[config.mk]
export PLATFORM = sky130hd
export DESIGN_NAME = uart_err_eval
export DESIGN_NICKNAME = d
export VERILOG_FILES = /design/src/rtl/uart_pkg.sv /design/src/rtl/uart_err_eval.sv
export SDC_FILE = /design/constraint.sdc
export NUM_CORES = 1
export LEC_CHECK = 0
export CAP_MARGIN = 0
export CORE_AREA = 2 2 39 41
export DETAILED_ROUTE_END_ITERATION = 7
export DIE_AREA = 0 0 41 43
export MAX_ROUTING_LAYER = met4
export PLACE_DENSITY = 0.4
export SLEW_MARGIN = 0
export SYNTH_ARGS = -nofsm -noshare
export SYNTH_HDL_FRONTEND = slang
export SYNTH_SLANG_ARGS = --single-unit
[constraint.sdc]
create_clock -name vclk -period 1.6
set_clock_uncertainty 0.05 [all_clocks]
set_input_delay 0.32 -clock vclk [all_inputs]
set_output_delay 0.32 -clock vclk [all_outputs]
set_load 0.005 [all_outputs]
[src/rtl/uart_pkg.sv]
// Shared definitions for the UART receive-path frame checker.
// Provides parity-mode encodings, error-bit positions inside the per-frame
// error vector, the output-holding FSM state type and the parity-error helper.
package uart_pkg;

   // Parity-mode encodings carried on parity_type
   localparam logic [1:0] PAR_NONE0 = 2'b00;
   localparam logic [1:0] PAR_ODD   = 2'b01;
   localparam logic [1:0] PAR_EVEN  = 2'b10;
   localparam logic [1:0] PAR_NONE1 = 2'b11;

   // Bit positions inside out_error
   localparam int ERR_PARITY  = 0;
   localparam int ERR_START   = 1;
   localparam int ERR_STOP    = 2;
   localparam int ERR_OVERRUN = 3;

   // Output-holding register state
   typedef enum logic {
      ST_EMPTY = 1'b0,
      ST_FULL  = 1'b1
   } state_e;

   // Parity error from the XOR of the data bits and the received parity bit.
   // Odd mode needs an odd total number of ones, even mode an even total.
   function automatic logic parity_error(input logic       data_xor,
                                         input logic       parity_bit,
                                         input logic [1:0] parity_type);
      logic res;
      case (parity_type)
         PAR_ODD:              res = ~(data_xor ^ parity_bit);
         PAR_EVEN:             res = data_xor ^ parity_bit;
         PAR_NONE0, PAR_NONE1: res = 1'b0;
         default:              res = 1'b0;
      endcase
      return res;
   endfunction

endpackage

[src/rtl/uart_err_eval.sv]
// Combinational frame-integrity evaluation for one deserialised UART frame.
// Ports:
//   frame_data  - received data bits (LSB first as received)
//   start_bit   - sampled start bit (must be 0)
//   parity_bit  - sampled parity bit (ignored when parity is off)
//   stop_bits   - [0] first stop, [1] second stop (must be 1)
//   parity_type - 01 odd, 10 even, 00/11 none
//   two_stop    - 1 = second stop bit is also checked
//   err         - {stop_err, start_err, parity_err}
module uart_err_eval
   import uart_pkg::*;
#(
   parameter int DATA_W = 8
) (
   input  logic [DATA_W-1:0] frame_data,
   input  logic              start_bit,
   input  logic              parity_bit,
   input  logic [1:0]        stop_bits,
   input  logic [1:0]        parity_type,
   input  logic              two_stop,
   output logic [2:0]        err
);

   // Evaluate parity, start and stop violations from this frame's fields only
   always_comb begin
      err             = 3'b000;
      err[ERR_PARITY] = parity_error(^frame_data, parity_bit, parity_type);
      err[ERR_START]  = start_bit;
      err[ERR_STOP]   = ~stop_bits[0] | (two_stop & ~stop_bits[1]);
   end

endmodule

==> results of run 1 <==
==> synthesized netlist by cell type <==
master,number
nand2b_1,2
inv_1,1
xnor2_1,4
xnor3_1,1
xnor2_2,1
buf_4,1
xor2_1,1
mux2i_1,1
o21ai_0,1
==> worst paths after layout <==
kind / startpoint / to / slack [ps] / cells after the start
worst max-delay path: frame_data[7] / err[0] / -250 / 6
worst min-delay path: start_bit / err[1] / 590 / 0
==> power by group through the flow <==
stage | Clock (mW) | Combinational (mW) | Sequential (mW)
finish | 0 | 0.0996 | 0
floorplan | 0 | 0.0560 | 0
detailed placement | 0 | 0.110 | 0
global placement | 0 | 0.109 | 0
CTS | 0 | 0.101 | 0
global route | 0 | 0.108 | 0
==> final cells by class <==
type | instances | area (sq um) | area share [%]
Inverter | 1 | 3.75 | 1.30
Multi-Input combinational cell | 11 | 125 | 43.3
Tap cell | 16 | 20.0 | 6.93
Timing Repair Buffer | 16 | 140 | 48.5
==> kinds of logic (layout without fill, tap and decap cells) <==
logic type | count (synthesis) | in the layout
simple gates | 2 | 2
buf+inv | 2 | 17
mux | 1 | 1
compound gates | 1 | 1
xor+xnor | 7 | 7
==> repair_timing <==
| item | 4_1_cts | 5_1_grt |
|---|---|---|
| setup endpoints to repair | 2 | 2 |
| hold endpoints to repair | 0 | 0 |
| gates resized for setup | 29 | 3 |
| pin swaps | 7 | 2 |
| buffers inserted | 0 | 0 |
==> through the flow <==
step	util (%)	cell area [sq um]	hold slack [ps]	worst slack (ps)
after global placement	21.8	302	590	-1040
after global routing	20.9	289	590	-335
after CTS	21.1	292	590	-282
final	20.9	289	590	-247
after floorplan	-	129	661	-6.43
after detailed placement	21.8	302	590	-1060
==> metal layers <==
metal / wire, microns / vias to the layer above
met5: 0 / -
met4: 9 / 0
met2: 166 / 16
met1: 123 / 58
met3: 54 / 2
li1: - / 71
==> cell usage in the layout, fill, tap and decap left out <==
cell             synthesis  layout
clkdlybuf4s50_1          0       6
xnor2_2                  1       3
buf_2                    0       3
nand2b_1                 2       2
xnor2_1                  4       2
dlygate4sd2_1            0       2
buf_6                    0       2
clkdlybuf4s15_1          0       2
xnor3_1                  1       1
xor2_1                   1       1
mux2i_1                  1       1
inv_1                    1       1
o21ai_0                  1       1
clkbuf_2                 0       1
==> flow_summary.toml, run 1 <==
[synth]
yosys.area.top_type_share_pct = 28.9
synth_compound_area_share_pct = 4.12
ys_seq_area_share_pct = 0
synth_fp_nets = 28
ys_types = 9
synth_xor_xnor_area_share_pct = 68.0
yosysTopAreaCell = "xnor2_1"
synth_simple_gate_area_share_pct = 10.3
ys_warn_count = 0
avgSynthCellArea_sq_um = 9.34
synth_top_family_by_area = "XOR/XNOR gates"
ys_top_cells_by_area = "xnor2_1 29%, xnor3_1 19%, xnor2_2 13%"
synth_cells = 13
muxShareOfSynthArea_pct = 8.25
synthAdderAreaFrac_pct = 0
netlist_area_sq_um = 121

[detailed_routing]
drc = 0
dr.pass1.iters = 1
totalWireLength_microns = 353
drt_iter0_drc = 0
dr_total_vias = 147
ant_nets = 0
wl_per_cell_microns = 8.02
vias_per_cell = 3.34

[global_route]
gr-total-overflow = 0
grt_usage_pct = 5.03
use_met2_pct = 9.06
busiest_layer = "met2"
grt.met3_usage_pct = 0.524
antenna_found_initial = 0
grt_pass1_vias = 162
met1_usage_pct = 5.75
grt_pass1_wl_microns = 607
grt_max_degree = 3

[power_and_ir_drop]
netSwitchingFraction_pct = 30.9
power_frac_seq_pct = 0
p_comb_share_pct = 100.0
clockPowerShare_pct = 0
total_power_mw = 0.0996
p_leak_nw = 0.136
intPower_mw = 0.0689
power_density_nw_per_um2 = 345
peakVddDrop_mv = 0.140
switchingPower_mw = 0.0307

[finish]
antennaDiodeCount = 0
fillers = 158
fin_nets = 45
ff_latch_area_sq_um = 0
seq_cell_count = 0
fin_cells = 44
syn_to_final_growth_pct = 138
n_clock_buffer = 0
drive_gt1_share_pct = 32.1

[die]
io-pin-count = 18
num_rows = 14
start_util_pct = 8.77
die_area_sq_um = 1760
die_w_microns = 41
die_h_microns = 43
core-area_sq_um = 1380

[status]
status = "finished with violations"
violations = "negative setup slack"

[sta]
fmax_ghz = 0.542
worst_pin_slew_ps = 170
rsz0062_at_grt = "true"
finalCritPeriodShare_pct = 115
layout_min_cycle_time_ps = 1850
hold_viol = 0
maxSlewViolCount = 0
setup_viol = 1
finalWorstSetupSlack_ps = -247
relSlewSlack_pct = 88.6
setup-tns-final_ps = -247

[setup_path]
critPathLaunchType = "input pin"
cp_top_family = "XOR/XNOR gates"
cpMaxStageDelayCell = "xnor3_1"
max_stage_delay_ps = 420
cp_max_fo = 1
worstPathCellList = "buf_6 > xnor2_2 > xnor3_1 > xnor2_1 > mux2i_1 > buf_2"
worstPathArrival_ps = 1480
end_kind = "primary output"
crit_type = "input pin to primary output"
required_ps = 1230
critical_path_buf_inv_count = 2

[placement]
dpl.cell_count = 44
io_buffers = 16
gp_congestion = 0.572

[min_path]
hold_path.class = "input pin to primary output"

[job]
max_cap_violations = 0

[clock_tree]
ctsHoldBuffers = 0
Note: power is estimated with default switching activity, not from simulation.
==> inputs of run 2 (changes only) <==
--- a/config.mk
+++ b/config.mk
@@ -10,7 +10,6 @@
 export DETAILED_ROUTE_END_ITERATION = 7
 export DIE_AREA = 0 0 41 43
 export MAX_ROUTING_LAYER = met4
-export PLACE_DENSITY = 0.4
 export SLEW_MARGIN = 0
 export SYNTH_ARGS = -nofsm -noshare
 export SYNTH_HDL_FRONTEND = slang
==> flow_summary.toml, run 2 (synthesized netlist as in run 1, its figures left out) <==
[status]
status = "finished with violations"
violations = "negative setup slack"

[finish]
drive_gt1_share_pct = 42.9
syn_to_final_growth_pct = 136
final_common_cell = "clkdlybuf4s50_1"
fin_nets = 45
antennaDiodeCount = 0
ff_latch_area_sq_um = 0
n_clock_buffer = 0
mostFrequentLayoutCells = "6 x clkdlybuf4s50_1, 4 x xnor2_2, 4 x buf_2"
seq_cell_count = 0

[setup_path]
crit_top_cell = "xnor2_2"
cp_max_fo = 1
required_ps = 1230
critPathLaunchType = "input pin"
worstPathArrival_ps = 1450
max_stage_delay_ps = 440
crit_type = "input pin to primary output"
cpMaxStageDelayCell = "xnor3_1"
cp_top_family = "XOR/XNOR gates"
critical_path_buf_inv_count = 2
worstPathCellList = "buf_6 > xnor2_2 > xnor3_1 > xnor2_2 > mux2i_1 > buf_2"
end_kind = "primary output"

[die]
num_rows = 14
die_area_sq_um = 1760
io-pin-count = 18
core-area_sq_um = 1380
die_h_microns = 43
die_w_microns = 41
start_util_pct = 8.77

[global_route]
grt_usage_pct = 4.09
grt_pass1_wl_microns = 503
antenna_found_initial = 0
grt_pass1_vias = 146
gr-total-overflow = 0
grt_max_degree = 3

[power_and_ir_drop]
total_power_mw = 0.108
peakVddDrop_mv = 0.0910
power_density_nw_per_um2 = 376
p_leak_nw = 0.141

[detailed_routing]
vias_per_cell = 3.34
ant_nets = 0
drt_iter0_drc = 0
totalWireLength_microns = 295
drc = 0
dr.pass1.iters = 1
dr_total_vias = 147
wl_per_cell_microns = 6.70

[placement]
io_buffers = 16
gp_congestion = 0.494
preCtsSetupSlack_ps = -1040
post-dp-hpwl_microns = 288

[job]
max_cap_violations = 0

[sta]
rsz0062_at_grt = "true"
maxSlewViolCount = 0
setup_viol = 1
fmax_ghz = 0.548
worst_pin_slew_ps = 253
layout_min_cycle_time_ps = 1820
finalWorstSetupSlack_ps = -224
finalCritPeriodShare_pct = 114
hold_viol = 0
relSlewSlack_pct = 83.0

[clock_tree]
ctsHoldBuffers = 0
post-cts-setup-buffers = 0

[min_path]
hold_path.class = "input pin to primary output"
==> run 2: cell types whose count changed in the layout (fill, tap and decap cells not counted) <==
cell	change
o21ai_1	+1
clkbuf_2	+1
xnor2_1	-1
clkdlybuf4s15_1	-2
xnor2_2	+1
buf_2	+1
o21ai_0	-1
==> run 2: path summary, 6_finish.rpt <==
kind     startpoint      to  slack [ps]  cells after the start
max   frame_data[6]  err[0]        -220                      6
min       start_bit  err[1]         590                      0
==> run 2: final cells by class <==
type / count / area, sq um
Tap cell: 16 / 20.0
Multi-Input combinational cell: 11 / 133
Inverter: 1 / 3.75
Timing Repair Buffer: 16 / 130
Fill cell: 159 / 1100
==> run 2: layer usage <==
metal | up-vias | wire, microns | part of all wire [%] | GRT usage, %
li1 | 70 | - | - | -
met1 | 61 | 67 | 23 | 4.11
met2 | 16 | 163 | 55 | 8.44
met3 | 0 | 64 | 22 | 0
met4 | 0 | 0 | 0 | 0
met5 | - | 0 | 0 | -
==> run 2: stage by stage <==
stage                     utilization, %  cells  hold WS [ps]  instance area (sq um)  setup TNS (ps)
after floorplan                        -     13           661                    129           -6.43
after detailed placement            21.8     44           590                    302           -1270
final                               20.7     44           590                    287            -224
after CTS                           20.6     44           590                    285            -304
after global routing                20.7     44           590                    287            -316
after global placement              21.8     44           590                    302           -1290
==> run 2: where the power goes <==
part	internal, mW	switching, mW	total, mW
combinational	0.0746	0.0330	0.108
clock	0	0	0
sequential	0	0	0
==> run 2: what timing repair did <==
action / 4_1_cts / 5_1_grt
pin swaps: 7 / 3
resized for setup: 26 / 8
setup endpoints to repair: 2 / 2
==> inputs of run 3 (changes only) <==
--- a/config.mk
+++ b/config.mk
@@ -6,10 +6,13 @@
 export NUM_CORES = 1
 export LEC_CHECK = 0
 export CAP_MARGIN = 0
+export CELL_PAD_IN_SITES_DETAIL_PLACEMENT = 1
+export CELL_PAD_IN_SITES_GLOBAL_PLACEMENT = 1
 export CORE_AREA = 2 2 39 41
 export DETAILED_ROUTE_END_ITERATION = 7
 export DIE_AREA = 0 0 41 43
 export MAX_ROUTING_LAYER = met4
+export PLACE_DENSITY_LB_ADDON = 0.1
 export SLEW_MARGIN = 0
 export SYNTH_ARGS = -nofsm -noshare
 export SYNTH_HDL_FRONTEND = slang
==> flow_summary.toml, run 3 (synthesized netlist as in run 1, its figures left out) <==
[detailed_routing]
drc = 0
dr_total_vias = 143
wl_per_cell_microns = 9.07
drt_iter0_drc = 0
vias_per_cell = 3.25
totalWireLength_microns = 399
ant_nets = 0
dr.pass1.iters = 1

[sta]
finalCritPeriodShare_pct = 114
rsz0062_at_grt = "true"
relSlewSlack_pct = 82.7
layout_min_cycle_time_ps = 1830
maxSlewViolCount = 0
finalWorstSetupSlack_ps = -231
hold_viol = 0
whs_ps = 590
worst_pin_slew_ps = 258
setup_viol = 1
fmax_ghz = 0.546

[job]
max_cap_violations = 0

[finish]
ff_latch_area_sq_um = 0
fin_nets = 45
antennaDiodeCount = 0
fin_util_pct = 21.0
syn_to_final_growth_pct = 139
final_common_cell = "clkdlybuf4s50_1"
n_clock_buffer = 0
mostFrequentLayoutCells = "6 x clkdlybuf4s50_1, 4 x xnor2_2, 4 x buf_2"
seq_cell_count = 0
drive_gt1_share_pct = 39.3

[global_route]
grt_pass1_vias = 137
gr-total-overflow = 0
grt_max_degree = 3
grt_pass1_wl_microns = 496
grt_usage_pct = 3.99
antenna_found_initial = 0

[setup_path]
cp_max_fo = 1
end_kind = "primary output"
critPathLaunchType = "input pin"
crit_type = "input pin to primary output"
worstPathArrival_ps = 1460
required_ps = 1230

[power_and_ir_drop]
p_leak_nw = 0.141
total_power_mw = 0.109
power_density_nw_per_um2 = 377
peakVddDrop_mv = 0.102

[placement]
io_buffers = 16
post-dp-hpwl_microns = 373
gp_congestion = 0.505

[clock_tree]
ctsHoldBuffers = 0
post-cts-setup-buffers = 0

[die]
die_area_sq_um = 1760
die_h_microns = 43
die_w_microns = 41
start_util_pct = 8.77
io-pin-count = 18
num_rows = 14
core-area_sq_um = 1380

[min_path]
hold_path.class = "input pin to primary output"

[status]
violations = "negative setup slack"
status = "finished with violations"
==> run 3: layer usage <==
metal | vias up | GRT usage (%) | share of wire (%)
li1 | 71 | - | -
met1 | 59 | 2.22 | 25
met2 | 13 | 9.38 | 56
met3 | 0 | 1.05 | 18
met4 | 0 | 0 | 0
met5 | - | - | 0
==> run 3: critical path, stage by stage <==
cell,delay [ps]
buf_6,100
xnor2_2,130
xnor3_1,440
xnor2_2,150
mux2i_1,190
buf_2,130
==> run 3: report_power, final <==
| part | switching [mW] | leakage (nW) | internal, mW | total, mW |
|---|---|---|---|---|
| clock network | 0 | 0 | 0 | 0 |
| logic | 0.0343 | 0.141 | 0.0751 | 0.109 |
| registers | 0 | 0 | 0 | 0 |
==> run 3: repair_timing <==
item,4_1_cts,5_1_grt
pin swaps,7,3
setup endpoints to repair,2,2
hold endpoints to repair,0,0
gates resized for setup,27,8
gates cloned,0,0
==> run 3: worst paths after layout <==
kind	start	endpoint	slack [ps]	cells after the start
worst max-delay path	frame_data[6]	err[0]	-230	6
worst min-delay path	start_bit	err[1]	590	0
==> run 3: metrics by stage <==
stage / instances / setup slack [ps] / cell area, sq um / setup TNS, ps
2_1_floorplan: 13 / -6.43 / 129 / -6.43
3_3_place_gp: 44 / -1040 / 302 / -1270
3_5_place_dp: 44 / -1060 / 302 / -1310
4_1_cts: 44 / -310 / 284 / -310
5_1_grt: 44 / -341 / 290 / -341
6_report: 44 / -231 / 290 / -231
==> run 3: final cells by class <==
type | count | area [sq um]
multi-input combinational | 11 | 133
fill | 168 | 1090
timing repair buffer | 16 | 134
inverter | 1 | 3.75
tap | 16 | 20.0
